`config.mk`:
```
export PLATFORM = sky130hd
export DESIGN_NAME = sd_emmc_cmd_phy
export DESIGN_NICKNAME = d
export VERILOG_FILES = /design/src/rtl/sd_emmc_cmd_phy.sv
export SDC_FILE = /design/constraint.sdc
export NUM_CORES = 1
export LEC_CHECK = 0
export BUFFER_PORTS_ARGS = -buffer_cell sky130_fd_sc_hd__buf_4
export CAP_MARGIN = 5
export CELL_PAD_IN_SITES_DETAIL_PLACEMENT = 1
export CELL_PAD_IN_SITES_GLOBAL_PLACEMENT = 2
export CORE_ASPECT_RATIO = 1.2
export CORE_UTILIZATION = 38
export DETAILED_ROUTE_END_ITERATION = 16
export PLACE_DENSITY_LB_ADDON = 0.1
export RECOVER_POWER = 25
export SETUP_SLACK_MARGIN = 0.5
export SLEW_MARGIN = 30
export SYNTH_ARGS = -nofsm -noshare
export SYNTH_HDL_FRONTEND = slang
export SYNTH_SLANG_ARGS = --single-unit
```
`constraint.sdc`:
```
create_clock -name sd_clk -period 13.2 [get_ports sd_clk]
set_input_delay 1.98 -clock sd_clk [delete_from_list [all_inputs] [get_ports sd_clk]]
set_output_delay 1.98 -clock sd_clk [all_outputs]
set_load 0.005 [all_outputs]
```
`src/rtl/sd_emmc_cmd_phy.sv`:
```
// CMD-line serializer/deserializer for one SD/eMMC device: sends a 48-bit command with CRC7 and checks the response.
// Optional macro SD_EMMC_CMD_NCR_TIMEOUT_EN: give up after 64 idle cycles waiting for a response start bit.
module sd_emmc_cmd_phy #(
  parameter int unsigned NCC_CYCLES = 8,
  parameter int unsigned CRC_W      = 7
) (
  input  logic         sd_clk,
  input  logic         rst,
  input  logic         start_i,
  input  logic         go_idle_i,
  input  logic [1:0]   setting_i,
  input  logic [39:0]  cmd_i,
  input  logic         cmd_dat_i,
  output logic         cmd_out_o,
  output logic         cmd_oe_o,
  output logic [119:0] response_o,
  output logic         crc_ok_o,
  output logic         index_ok_o,
  output logic         finish_o,
  output logic         busy_o
);

  localparam int unsigned CMD_W = 40;
  localparam int unsigned RSP_W = 120;
  localparam int unsigned CNT_W = 8;
  localparam int unsigned IDX_W = 6;
  localparam int unsigned NCC_W = $clog2(NCC_CYCLES) + 1;
  localparam logic [CRC_W-1:0] CRC_POLY = CRC_W'(9);

  typedef enum logic [2:0] {S_IDLE, S_TX, S_WAIT_RSP, S_RX, S_NCC} state_t;

  state_t             r_state;
  logic [CMD_W-1:0]   r_tx;
  logic [IDX_W-1:0]   r_cmd_idx;
  logic               r_long;
  logic               r_expect;
  logic [CNT_W-1:0]   r_cnt;
  logic [NCC_W-1:0]   r_ncc;
  logic [CRC_W-1:0]   r_crc;
  logic [CRC_W-1:0]   r_rcrc;
  logic [IDX_W-1:0]   r_idx;
  logic [RSP_W-1:0]   r_sh;
  logic               r_out;
  logic               r_oe;
  logic [RSP_W-1:0]   r_rsp;
  logic               r_crc_ok;
  logic               r_idx_ok;
  logic               r_finish;
  logic               r_busy;

  logic [CRC_W-1:0]   w_crc_tx;
  logic [CNT_W-1:0]   w_last;
  logic [CNT_W-1:0]   w_pay_hi;
  logic [CNT_W-1:0]   w_crc_lo;
  logic               w_in_crc;
  logic               w_in_idx;
  logic               w_in_pay;
  logic               w_in_rcrc;
  logic               w_idx_ok;

  function automatic logic [CRC_W-1:0] crc_step(input logic [CRC_W-1:0] c, input logic b);
    crc_step = {c[CRC_W-2:0], 1'b0} ^ ((c[CRC_W-1] ^ b) ? CRC_POLY : '0);
  endfunction

  // RX bit windows, indexed by bits received after the start bit
  assign w_crc_tx  = crc_step(r_crc, r_out);
  assign w_last    = r_long ? 8'd134 : 8'd46;
  assign w_pay_hi  = r_long ? 8'd126 : 8'd38;
  assign w_crc_lo  = r_long ? 8'd7   : 8'd0;
  assign w_in_crc  = (r_cnt >= w_crc_lo) && (r_cnt <= w_pay_hi);
  assign w_in_idx  = (r_cnt >= 8'd1) && (r_cnt <= 8'd6);
  assign w_in_pay  = (r_cnt >= 8'd7) && (r_cnt <= w_pay_hi);
  assign w_in_rcrc = (r_cnt > w_pay_hi) && (r_cnt < w_last);
  assign w_idx_ok  = r_long ? (r_idx == '1) : (r_idx == r_cmd_idx);

  always_ff @(posedge sd_clk or posedge rst) begin
    if (rst) begin
      r_state   <= S_IDLE;
      r_tx      <= '0;
      r_cmd_idx <= '0;
      r_long    <= 1'b0;
      r_expect  <= 1'b0;
      r_cnt     <= '0;
      r_ncc     <= '0;
      r_crc     <= '0;
      r_rcrc    <= '0;
      r_idx     <= '0;
      r_sh      <= '0;
      r_out     <= 1'b1;
      r_oe      <= 1'b0;
      r_rsp     <= '0;
      r_crc_ok  <= 1'b0;
      r_idx_ok  <= 1'b0;
      r_finish  <= 1'b0;
      r_busy    <= 1'b0;
    end else begin
      r_finish <= 1'b0;
      if (go_idle_i) begin
        r_state <= S_IDLE;
        r_oe    <= 1'b0;
        r_out   <= 1'b1;
        r_busy  <= 1'b0;
      end else begin
        case (r_state)
          S_IDLE: begin
            if (start_i) begin
              r_tx      <= cmd_i;
              r_cmd_idx <= cmd_i[37:32];
              r_long    <= setting_i[1];
              r_expect  <= setting_i[0];
              r_crc     <= '0;
              r_cnt     <= '0;
              r_out     <= cmd_i[CMD_W-1];
              r_oe      <= 1'b1;
              r_busy    <= 1'b1;
              r_state   <= S_TX;
            end
          end
          // r_cnt is the index of the bit currently on the line
          S_TX: begin
            r_cnt <= r_cnt + 8'd1;
            if (r_cnt < 8'd39) begin
              r_crc <= w_crc_tx;
              r_tx  <= r_tx << 1;
              r_out <= r_tx[CMD_W-2];
            end else if (r_cnt == 8'd39) begin
              r_crc <= w_crc_tx;
              r_out <= w_crc_tx[CRC_W-1];
            end else if (r_cnt < 8'd46) begin
              r_crc <= r_crc << 1;
              r_out <= r_crc[CRC_W-2];
            end else if (r_cnt == 8'd46) begin
              r_out <= 1'b1;
            end else begin
              r_oe    <= 1'b0;
              r_out   <= 1'b1;
              r_cnt   <= '0;
              r_ncc   <= '0;
              r_state <= r_expect ? S_WAIT_RSP : S_NCC;
            end
          end
          // A zero start bit leaves a cleared CRC unchanged, so clearing here covers it
          S_WAIT_RSP: begin
            if (!cmd_dat_i) begin
              r_state <= S_RX;
              r_cnt   <= '0;
              r_crc   <= '0;
            end
`ifdef SD_EMMC_CMD_NCR_TIMEOUT_EN
            else if (r_cnt == 8'd63) begin
              r_finish <= 1'b1;
              r_crc_ok <= 1'b0;
              r_idx_ok <= 1'b0;
              r_rsp    <= '0;
              r_busy   <= 1'b0;
              r_state  <= S_IDLE;
            end else begin
              r_cnt <= r_cnt + 8'd1;
            end
`else
            else begin
              r_state <= S_WAIT_RSP;
            end
`endif
          end
          S_RX: begin
            r_cnt <= r_cnt + 8'd1;
            if (w_in_crc)  r_crc  <= crc_step(r_crc, cmd_dat_i);
            if (w_in_idx)  r_idx  <= {r_idx[IDX_W-2:0], cmd_dat_i};
            if (w_in_pay)  r_sh   <= {r_sh[RSP_W-2:0], cmd_dat_i};
            if (w_in_rcrc) r_rcrc <= {r_rcrc[CRC_W-2:0], cmd_dat_i};
            if (r_cnt == w_last) begin
              r_finish <= 1'b1;
              r_crc_ok <= (r_crc == r_rcrc) && cmd_dat_i;
              r_idx_ok <= w_idx_ok;
              r_rsp    <= r_long ? r_sh : {r_sh[31:0], 88'd0};
              r_busy   <= 1'b0;
              r_state  <= S_IDLE;
            end
          end
          S_NCC: begin
            if (r_ncc == NCC_W'(NCC_CYCLES - 1)) begin
              r_finish <= 1'b1;
              r_crc_ok <= 1'b1;
              r_idx_ok <= 1'b1;
              r_busy   <= 1'b0;
              r_state  <= S_IDLE;
            end else begin
              r_ncc <= r_ncc + NCC_W'(1);
            end
          end
          default: r_state <= S_IDLE;
        endcase
      end
    end
  end

  assign cmd_out_o  = r_out;
  assign cmd_oe_o   = r_oe;
  assign response_o = r_rsp;
  assign crc_ok_o   = r_crc_ok;
  assign index_ok_o = r_idx_ok;
  assign finish_o   = r_finish;
  assign busy_o     = r_busy;

endmodule
```
## Word-level counts from Yosys, hierarchy flattened

Cells that the tools add are included.
W data, S select, Z words.

- Order comparisons: 9
- Bitwise logic cells: 5
- Multiplexer cells: 67
- Equality and inequality tests: 30
- $add $sub $neg: 2
- Reductions and logical operators: 26

Operators by type and width:

| operator | count |
|---|---|
| $mux W120 | 1 |
| $mux W39 | 2 |
| $pmux W39 S2 | 1 |
| $mux W8 | 7 |
| $mux W7 | 7 |
| $pmux W8 S4 | 1 |
| $mux W3 | 10 |
| $mux W4 | 7 |
| $pmux W7 S4 | 1 |
| $mux W1 | 22 |
| $ne A2 B2 Y1 const B | 11 |
| $ne A3 B3 Y1 const B | 7 |
| $eq A8 B6 Y1 const B | 2 |
| $lt A8 B6 Y1 const B | 2 |
| $reduce_and A4 Y1 | 4 |
| $pmux W3 S5 | 1 |
| $reduce_and A3 Y1 | 5 |
| $reduce_and A7 Y1 | 2 |
| $xor A7 B4 Y7 | 2 |
| $reduce_and A6 Y1 | 2 |
| $pmux W1 S2 | 5 |
| $add A8 B1 Y8 const B | 1 |
| $eq A8 B8 Y1 | 1 |
| $ge A8 B1 Y1 const B | 1 |
| other kinds (25) | 34 |

- Word-level logic and storage cells: 157
- Bits in registers: 328
- Input bits: 47
- Output and inout bits: 126

## Logic depth before layout (Yosys ltp)

- Depth in word-level cells: 7
- Depth in mapped cells: 11
- Depth with buffers taken out: 7

## Worst setup path after synthesis

OpenSTA, ideal clock, no wires.

- Kind: input to register
- Start point: input port cmd_dat_i
- End point: register r_crc[0]
- Stages on the path: 6
- Slack: 9.691 ns
- Arrival time: 3.382 ns
- Required time: 13.072 ns
- Setup time: 0.128 ns
- Path through: clkbuf_1 nor2b_1 o31ai_1 a2111o_1 buf_2 mux2_1

- Cells in the longest elaborated chain, start to end: 5
- Elaborated cells between the ends (all ways): 7

Ends and longest elaborated chain:

| item | line | RTL |
|---|---|---|
| start: declaration | 13 | `input logic cmd_dat_i,` |
| $xor A1 B1 Y1 | 62 | `crc_step = {c[CRC_W-2:0], 1'b0} ^ ((c[CRC_W-1] ^ b) ? CRC_POLY : '0);` |
| $mux W4 | 62 |  |
| $xor A7 B4 Y7 | 62 |  |
| $mux W7 | 168 | `if (w_in_crc) r_crc <= crc_step(r_crc, cmd_dat_i);` |
| $pmux W7 S4 | 104 | `case (r_state)` |
| end signal: assignment | 123 | `r_crc <= w_crc_tx;` |
| end signal: assignment | 127 | `r_crc <= w_crc_tx;` |
| end signal: assignment | 168 |  |
| end: declaration | 39 | `logic [CRC_W-1:0] r_crc;` |

Parallel ways exist; a longest one is shown, timed or not. The select of a mux whose other input is x is not followed.
A chain may end at the register's enable or synchronous reset.

==> impl_metrics.csv <==
group,metric,value,unit
run_status,status,"finished with violations",
sta,post-route-period-util,46.62,%
floorplan,die_h,213.1,um
cts,cts.clk_slew.worst_paths,60,ps
pwr,p_sw,0.0007973,W
synth,yosysSeqAreaShare,58.16,%
pwr,switching_share,29.52,%
cells_and_area,fin_nets,1458,
synth,synth_ff_type,"dfrtp_1",
route,drc,0,
cells_and_area,antenna_cells,0,
pwr,comb_power_share,17.3,%
sta,slew_violations,134,
critical_path,critPathLaunchType,"input port",
placement,gp_congestion,0.7355,
run,maxCapViolCount,1,
global_routing,grt_max_degree,134,
critical_path,critPathMaxFanout,133,
route,ant_nets,0,
floorplan,start_util,38.96,%
cts,cts_root_buf,"clkbuf_16",
cts,clk_latency,540,ps
floorplan,dieWidth,177.9,um
placement,dpl_cell_area,15730,um2
cts,htree_levels,2,
sta,max_freq,0.1625,GHz
pwr,p_int,0.001903,W
global_routing,first_global_vias,10110,
synth,netlist_area,14110,um2
synth,yosys_warnings,0,
pwr,power_frac_clock,37.4,%
cts,cts_buffers,37,
sta,hold_violations,0,
floorplan,die_area,37920,um2
synth,synth-edff-count,0,
critical_path,required,13910,ps
cells_and_area,final_area,16930,um2
synth,synth_seq_cells,328,
global_routing,grtUsageTotal,17.43,%
cells_and_area,area_growth,19.96,%
synth,syn_inst,1253,
run_status,failed_checks,"capacitance limit, slew limit",
cells_and_area,drive_gt1_share,19.76,%
sta,worst_pin_slew,5930,ps
global_routing,antenna_found_initial,0,
synth,netlist-cell-type-count,62,
pwr,irDropWorstVdd,0.1029,mV
critical_path,worstSetupPathType,"input port to asynchronous set/reset pin",
placement,hpwl,20400,um
floorplan,pin_count,173,
route,drt_iter0_markers,505,
floorplan,core,36230,um2
route,avgRoutedWirePerCell,16.65,um
route,drt-pass1-iter-count,4,
critical_path,r2r_setup_slack,8830,ps
sta,max_slew_margin,-295.4,%
route,vias_per_cell,5.020,
global_routing,overflow,0,
cts,hold_buffers,0,
sta,skew,19.28,ps
global_routing,grt_pass1_wl,53230,um
synth,syn_nets,1314,
sta,rsz0062_at_grt,"false",
cts,cts_setup_buffers,0,
pwr,powerDensity,159.5,nW/um2
placement,io_buffers,172,
synth,avgSynthCellArea,11.26,um2
synth,synth-async-reset-ratio,100.0,%
cts,cts_tree,"yes",
cts,clkSinkCount,328,
route,wirelength,31470,um
critical_path,crit_arrival,6860,ps
cts,cts_buffer_depth,3,
critical_path,endpoint_kind,"asynchronous set/reset pin",
cells_and_area,layout_common_cells,"326 x dfrtp_1, 277 x nand2_1, 176 x buf_4",
pwr,p_leak,8.137,nW
floorplan,num_rows,76,
sta,layout_min_cycle_time,6154,ps
pwr,p_seq_share,45.2,%
route,num_vias,9488,
sta,fin_tns_setup,0,ps
sta,finalSetupViolCount,0,
cells_and_area,layout_commonest_cell,"dfrtp_1",
cts,cts_resized,0,
hold_path,hold_class,"flop to flop",
[per-layer routing]
metal / wire (um) / GRT usage, % / vias up
li1: - / - / 4590
met1: 14430 / 23.38 / 4691
met2: 15140 / 28.62 / 157
met3: 1194 / 3.009 / 50
met4: 700 / 5.423 / 0
met5: 0 / 0 / -
[power by group through the flow]
stage	logic (W)	clock network (W)	registers, W
CTS	0.000480	0.00104	0.00122
finish	0.000468	0.00101	0.00122
floorplan	0.000405	0	0.00117
global route	0.000533	0.00108	0.00124
detailed placement	0.000479	0	0.00124
global placement	0.000466	0	0.00124
[critical path: stages]
cell and delay [ps]:
clkbuf_4 110, clkinvlp_2 3220, clkbuf_1 970, buf_16 330
[final cells by class]
| cell class | count | area [um2] |
|---|---|---|
| Timing Repair Buffer | 184 | 1401 |
| Fill cell | 3910 | 19300 |
| Sequential cell | 328 | 8213 |
| Tap cell | 468 | 585.6 |
| Clock buffer | 57 | 1071 |
| Inverter | 14 | 53.80 |
| Clock inverter | 7 | 111.4 |
| Multi-Input combinational cell | 832 | 5497 |
[cell usage after synthesis, types with 5 or more instances]
master    instances  area, um2
dfrtp_1         327       8183
o31ai_1           6      45.04
nand3_1          11      55.05
nand2_1         277       1040
xnor2_1          13      113.9
buf_1             6      22.52
buf_6            10      112.6
ha_1             14      175.2
clkbuf_1         37      138.9
nand4_1           5      31.28
inv_1            14      52.55
buf_2            25      125.1
a21oi_1          20      100.1
a31oi_1           5      31.28
nor2_1           22      82.58
o21ai_0         174      870.8
mux2_1          109       1227
mux2_2           34      382.9
mux2i_1          76      760.7
nand2b_1          5      31.28
[final timing paths]
path,from,end,depth (start not counted)
max in group sd_clk,r_long,r_sh[15],9
worst min register to register,response_o[108],response_o[108],2
worst max register to register,r_long,r_sh[15],9
min in group asynchronous,rst,response_o[64],2
worst min-delay path,response_o[108],response_o[108],2
worst max-delay path,rst,r_sh[24],4
[cell families after synthesis]
| kind of cell | after synthesis | synth area share [%] |
|---|---|---|
| AND/OR/NAND/NOR | 351 | 10.57 |
| adder cells (fa/ha/maj) | 14 | 1.241 |
| multiplexers | 219 | 16.80 |
| flip-flops | 328 | 58.16 |
| XOR/XNOR | 14 | 0.8687 |
| buffers and inverters | 93 | 3.253 |
| AO/OA/AOI/OAI | 234 | 9.113 |
[per-stage QoR]
stage	instances	utilization [%]	hold WS, ps	setup WS, ps	power [W]
2_1_floorplan	1253	-	446.5	2139	0.001574
3_3_place_gp	1825	43.41	460.2	8496	0.001703
3_5_place_dp	1825	43.42	470.5	8430	0.001720
4_1_cts	1889	46.69	484.8	8685	0.002749
5_1_grt	1890	46.74	499.8	6099	0.002856
6_report	1890	46.74	478.4	7046	0.002700
[flip-flops by register name, indices dropped and copies added (netlist names)]
| register | flops |
|---|---|
| index_ok_o | 1 |
| r_expect | 1 |
| r_state | 3 |
| r_idx | 6 |
| r_sh | 120 |
| r_long | 1 |
| finish_o | 1 |
| r_cnt | 8 |
| response_o | 120 |
| r_ncc | 4 |
| r_cmd_idx | 6 |
| cmd_oe_o | 1 |
| busy_o | 1 |
| r_tx | 39 |
| r_crc | 7 |
| r_rcrc | 7 |
| cmd_out_o | 1 |
| crc_ok_o | 1 |
No activity file was read; power rests on OpenSTA's default activity.
